==> src/rtl/instr_sequencer.sv <==
// Program-word sequencer: holds a small program memory and presents words on D_out
// as the controller consumes instructions (ir_en) and immediates (ext_en).
module instr_sequencer #(
    parameter int unsigned DEPTH = 32,
    parameter int unsigned AW    = 5
) (
    input  logic          CLKb,
    input  logic          CLR,
    input  logic          wr_en,
    input  logic [AW-1:0] wr_addr,
    input  logic [9:0]    wr_data,
    input  logic [AW:0]   prog_len,
    input  logic          run,
    input  logic          step_mode,
    input  logic          ir_en,
    input  logic          ext_en,
    input  logic          done,
    output logic [9:0]    D_out,
    output logic          d_valid,
    output logic [AW:0]   pc,
    output logic [7:0]    instr_cnt,
    output logic          halted,
    output logic          error
);

    typedef enum logic [2:0] {StIdle, StFetch, StExec, StPause, StHalt} state_e;

    logic [9:0]  mem [DEPTH];
    state_e      state_q, state_d;
    logic [AW:0] pc_q, pc_d, len_q, len_d, pc_adv;
    logic [7:0]  cnt_q, cnt_d;
    logic        err_q, err_d, run_q, run_rise, in_range;
    logic [9:0]  rd_word;

    assign run_rise = run & ~run_q;
    assign in_range = (pc_q < len_q);
    assign rd_word  = mem[pc_q[AW-1:0]];

    // Memory is not reset so the program survives CLR.
    always_ff @(posedge CLKb) begin
        if (!CLR && wr_en && (state_q == StIdle)) begin
            mem[wr_addr] <= wr_data;
        end
    end

    always_ff @(posedge CLKb) begin
        if (CLR) begin
            state_q <= StIdle;
            pc_q    <= '0;
            len_q   <= '0;
            cnt_q   <= '0;
            err_q   <= 1'b0;
            run_q   <= 1'b0;
        end else begin
            state_q <= state_d;
            pc_q    <= pc_d;
            len_q   <= len_d;
            cnt_q   <= cnt_d;
            err_q   <= err_d;
            run_q   <= run;
        end
    end

    always_comb begin
        state_d = state_q;
        pc_d    = pc_q;
        len_d   = len_q;
        cnt_d   = cnt_q;
        err_d   = err_q;
        pc_adv  = pc_q;
        D_out   = '0;
        d_valid = 1'b0;
        unique case (state_q)
            StIdle, StHalt: begin
                if (run_rise) begin
                    len_d   = prog_len;
                    pc_d    = '0;
                    err_d   = 1'b0;
                    state_d = (prog_len != '0) ? StFetch : StHalt;
                end
            end
            StFetch: begin
                if (in_range) begin
                    D_out   = rd_word;
                    d_valid = 1'b1;
                end
                if (ir_en) begin
                    if (in_range) begin
                        pc_d    = pc_q + 1'b1;
                        cnt_d   = (cnt_q == 8'hFF) ? cnt_q : cnt_q + 8'd1;
                        state_d = StExec;
                    end else begin
                        err_d   = 1'b1;
                        state_d = StHalt;
                    end
                end
            end
            StExec: begin
                if (in_range) begin
                    D_out   = rd_word;
                    d_valid = 1'b1;
                end
                if (ext_en && !in_range) begin
                    err_d   = 1'b1;
                    state_d = StHalt;
                end else begin
                    // Immediate is consumed first; done then sees the advanced pc.
                    if (ext_en) begin
                        pc_adv = pc_q + 1'b1;
                    end
                    pc_d = pc_adv;
                    if (done) begin
                        if (pc_adv >= len_q) begin
                            state_d = StHalt;
                        end else if (step_mode) begin
                            state_d = StPause;
                        end else begin
                            state_d = StFetch;
                        end
                    end
                end
            end
            StPause: begin
                if (run_rise) begin
                    state_d = StFetch;
                end
            end
            default: state_d = StIdle;
        endcase
    end

    assign pc        = pc_q;
    assign instr_cnt = cnt_q;
    assign halted    = (state_q == StHalt);
    assign error     = err_q;

endmodule

==> config.mk <==
export PLATFORM = sky130hd
export DESIGN_NAME = instr_sequencer
export DESIGN_NICKNAME = d
export VERILOG_FILES = /design/src/rtl/instr_sequencer.sv
export SDC_FILE = /design/constraint.sdc
export NUM_CORES = 1
export LEC_CHECK = 0
export ABC_AREA = 1
export CORE_UTILIZATION = 40
export DETAILED_ROUTE_END_ITERATION = 16
export PLACE_DENSITY = 0.58
export SYNTH_ARGS = -nofsm -noshare
export SYNTH_HDL_FRONTEND = slang
export SYNTH_SLANG_ARGS = --single-unit
==> constraint.sdc <==
create_clock -name CLKb -period 3.5 [get_ports CLKb]
set_clock_uncertainty 0.15 [all_clocks]
set_input_delay 0.875 -clock CLKb [delete_from_list [all_inputs] [get_ports CLKb]]
set_output_delay 0.875 -clock CLKb [all_outputs]
set_load 0.01 [all_outputs]
==> reports/metrics.csv <==
stage,metric,value,unit
layout,seq_area,10200,µm²
layout,area_delta_synth_final,18.8,%
clocking,cts.sinks,350,
power_and_ir_drop,finalPower,12.0,mW
global_routing,grt_overflow,0,
yosys,synth_edf_count,320,
global_routing,antenna_found_initial,1,
yosys,synth_nets,1373,
yosys,yosys-top-cells-count,"386 x nand2_1, 320 x edfxtp_1, 293 x nand3_1",
detailed_routing,drt_iter0_markers,719,
critical_path,cp_max_fo,26,
power_and_ir_drop,leakage,6.39,nW
worst_hold_path,hp-class,register to register,
yosys,synth_compound_area_frac,0.0290,
placed_design,dp_hpwl,22100,µm
yosys,synth-adder-area-share,0.0110,
global_routing,grtUsageTotal,0.203,
critical_path,cp-end-kind,output port,
detailed_routing,drc_errors,0,
clocking,cts_tree,done,
clocking,clockBufferDepth,3,
clocking,cts-buffers-inserted,39,
outcome,outcome,completed,
detailed_routing,first_pass_iters,5,
clocking,htree_levels,2,
yosys,syn_inst,1331,
detailed_routing,viasPerCell,5.27,
critical_path,cp.required,2.47,ns
critical_path,worst-endpoint-arrival,2.36,ns
yosys,synth_mux_area_frac,0,
yosys,synth_top_family_by_area,simple AND/OR/NAND/NOR gates,
yosys,synth_top_cell_by_area,edfxtp_1,
yosys,ys_ff_latch,350,
timing,max_freq,0.295,GHz
critical_path,worstReg2RegStart,pc[0],
layout,insertedDiodeCount,0,
timing,finalCriticalPeriod,3.39,ns
floorplanning,core_region_area,36500,µm²
critical_path,cp_common_cell,nand3_1,
timing,hold_ws,0.341,ns
global_routing,grt_pass1_vias,9866,
clocking,cts_hold_buf,0,
yosys,synth_top_area_share,0.649,
critical_path,crit_chain,clkinv_8 -> buf_12 -> nand2_1 -> nand3_1 -> nand3_1 -> nand3_1 -> a21oi_1 -> buf_4 -> nor3_4 -> clkbuf_2,
timing,slew-limit-headroom,0.658,
timing,worstMarginPinSlew,0.510,ns
flow_run,maxCapViolCount,0,
yosys,synth-xor-area-share,0.00414,
floorplanning,die_y,194,µm
detailed_routing,wl_per_cell,19.6,µm
layout,fill_cells,3270,
timing,setup_tns,0,ns
yosys,ys_seq_area_frac,0.690,
yosys,synthArstFlopShare,0,
yosys,synth_ff_type,edfxtp_1,
placed_design,io_buffers,55,
yosys,synth.most_common_cell,nand2_1,
placed_design,gp_congestion,0.865,
floorplanning,die_width,194,µm
yosys,synthSimpleGateAreaFrac,0.227,
critical_path,worst_setup_path_start_kind,register,
global_routing,grt_first_pass_wirelength,58400,µm
timing,finalCritPeriodShare,0.968,
critical_path,critical_path.slowest_cell,dfxtp_4,
clocking,path_clk_slew,0.05,ns
layout,multi_input_area,4110,µm²
timing,drv_slew,0,
yosys,avgSynthCellArea,11.1,µm²
critical_path,max_stage_delay,0.40,ns
clocking,worstSkewPairLatency,0.52,ns
worst_hold_path,min_from,len_q[4],
critical_path,critPathKind,register to output port,
layout,drive_gt1_frac,0.129,
floorplanning,start_util,0.405,
floorplanning,die_area,37800,µm²
timing,hold_viol,0,
yosys,ys_types,38,
power_and_ir_drop,powerDensity,680,nW/µm²
yosys,syn-cell-area,14800,µm²
yosys,synth_warnings,0,
timing,setup_viol,0,
clocking,root_buffer,clkbuf_16,
yosys,synth.area.top_cells,"edfxtp_1 65%, nand3_1 9.9%, nand2_1 9.8%",
global_routing,grt_max_degree,43,
floorplanning,pin_count,56,
floorplanning,rows,70,
layout,nNetsFinal,1473,
detailed_routing,dr_total_vias,10200,
detailed_routing,drtAntennaViolNets,0,
detailed_routing,routed_wl,37800,µm
power_and_ir_drop,peakVddDrop,0.425,mV
==> sequential cells by signal, summed over array words and instances (netlist names), named ones only <==
register and cells:
run_q 1, instr_cnt 8, len_q 6, error 1
mem 320, pc 6, state_q 3
==> where the power goes <==
part / switching (mW) / internal [mW]
combinational: 2.15 / 1.10
clock: 1.63 / 2.30
sequential: 0.101 / 4.67
total: 3.89 / 8.07
==> metrics by stage <==
stage / instances / utilization / area (µm²) / setup slack, ns
finish: 1927 / 0.482 / 17600 / 0.111
global route: 1927 / 0.482 / 17600 / -0.00680
CTS: 1926 / 0.480 / 17500 / 0.00124
detailed placement: 1855 / 0.444 / 16200 / 0.148
global placement: 1855 / 0.444 / 16200 / 0.136
floorplan: 1331 / - / 14800 / 0.755
==> critical path: cells and delay by family, from the launching register on <==
family / cells / cell delay, ns
buffers and inverters: 4 / 0.67
AND/OR/NAND/NOR: 5 / 0.66
flip-flops: 1 / 0.40
AO/OA/AOI/OAI: 1 / 0.10
==> kinds of logic (layout without fill, tap and decap cells) <==
| logic type | count (synthesis) | after routing |
|---|---|---|
| xor+xnor | 7 | 7 |
| buf+inv | 118 | 246 |
| fa+ha+maj | 13 | 13 |
| simple gates | 767 | 767 |
| compound gates | 76 | 76 |
| flops | 350 | 350 |
==> area by class of cell <==
| cell class | instances | area share |
|---|---|---|
| Sequential cell | 350 | 0.581 |
| Multi-Input combinational cell | 863 | 0.233 |
| Timing Repair Buffer | 130 | 0.0716 |
| Clock buffer | 46 | 0.0576 |
| Tap cell | 468 | 0.0333 |
| Clock inverter | 23 | 0.0120 |
| Inverter | 47 | 0.0112 |
==> per-layer routing <==
metal | global-route usage | share of wire | vias to the layer above
met5 | 0 | 0 | -
met4 | 0.0526 | 0.021 | 0
met3 | 0.0314 | 0.057 | 61
met2 | 0.337 | 0.48 | 283
met1 | 0.279 | 0.45 | 4940
li1 | - | - | 4871
==> layout by cell type (no fill, tap or decap), drive strengths merged, types with 2 or more instances in the layout <==
cell           synthesis  final
a31oi                  3      3
a21oi                 48     48
bufinv                 0      3
nand2                391    391
o21a                   2      2
nor3                  13     13
ha                    13     13
xor2                   5      5
bufbuf                 0      2
nand4                  5      5
nor2                  63     63
clkinvlp               0      3
nand3                294    294
clkinv                 1     15
buf                   54     74
o21ai                 17     17
clkdlybuf4s50          0     44
edfxtp               320    320
o22ai                  2      2
xnor2                  2      2
clkbuf                17     55
dfxtp                 30     30
inv                   46     49
a22oi                  2      2
==> final timing paths <==
path	slack, ns	depth (start not counted)	end
min reg2reg	0.34	2	len_q[4]
min	0.34	2	len_q[4]
max	0.11	10	D_out[3]
max reg2reg	0.87	16	state_q[1]
==> repair_timing <==
action | in CTS | in global routing
setup buffers | 0 | 1
pin swaps | 1 | 6
endpoints found under the setup margin | 10 | 11
gates cloned | 2 | 0
resized for setup | 26 | 37
(Power assumes the default switching activity.)
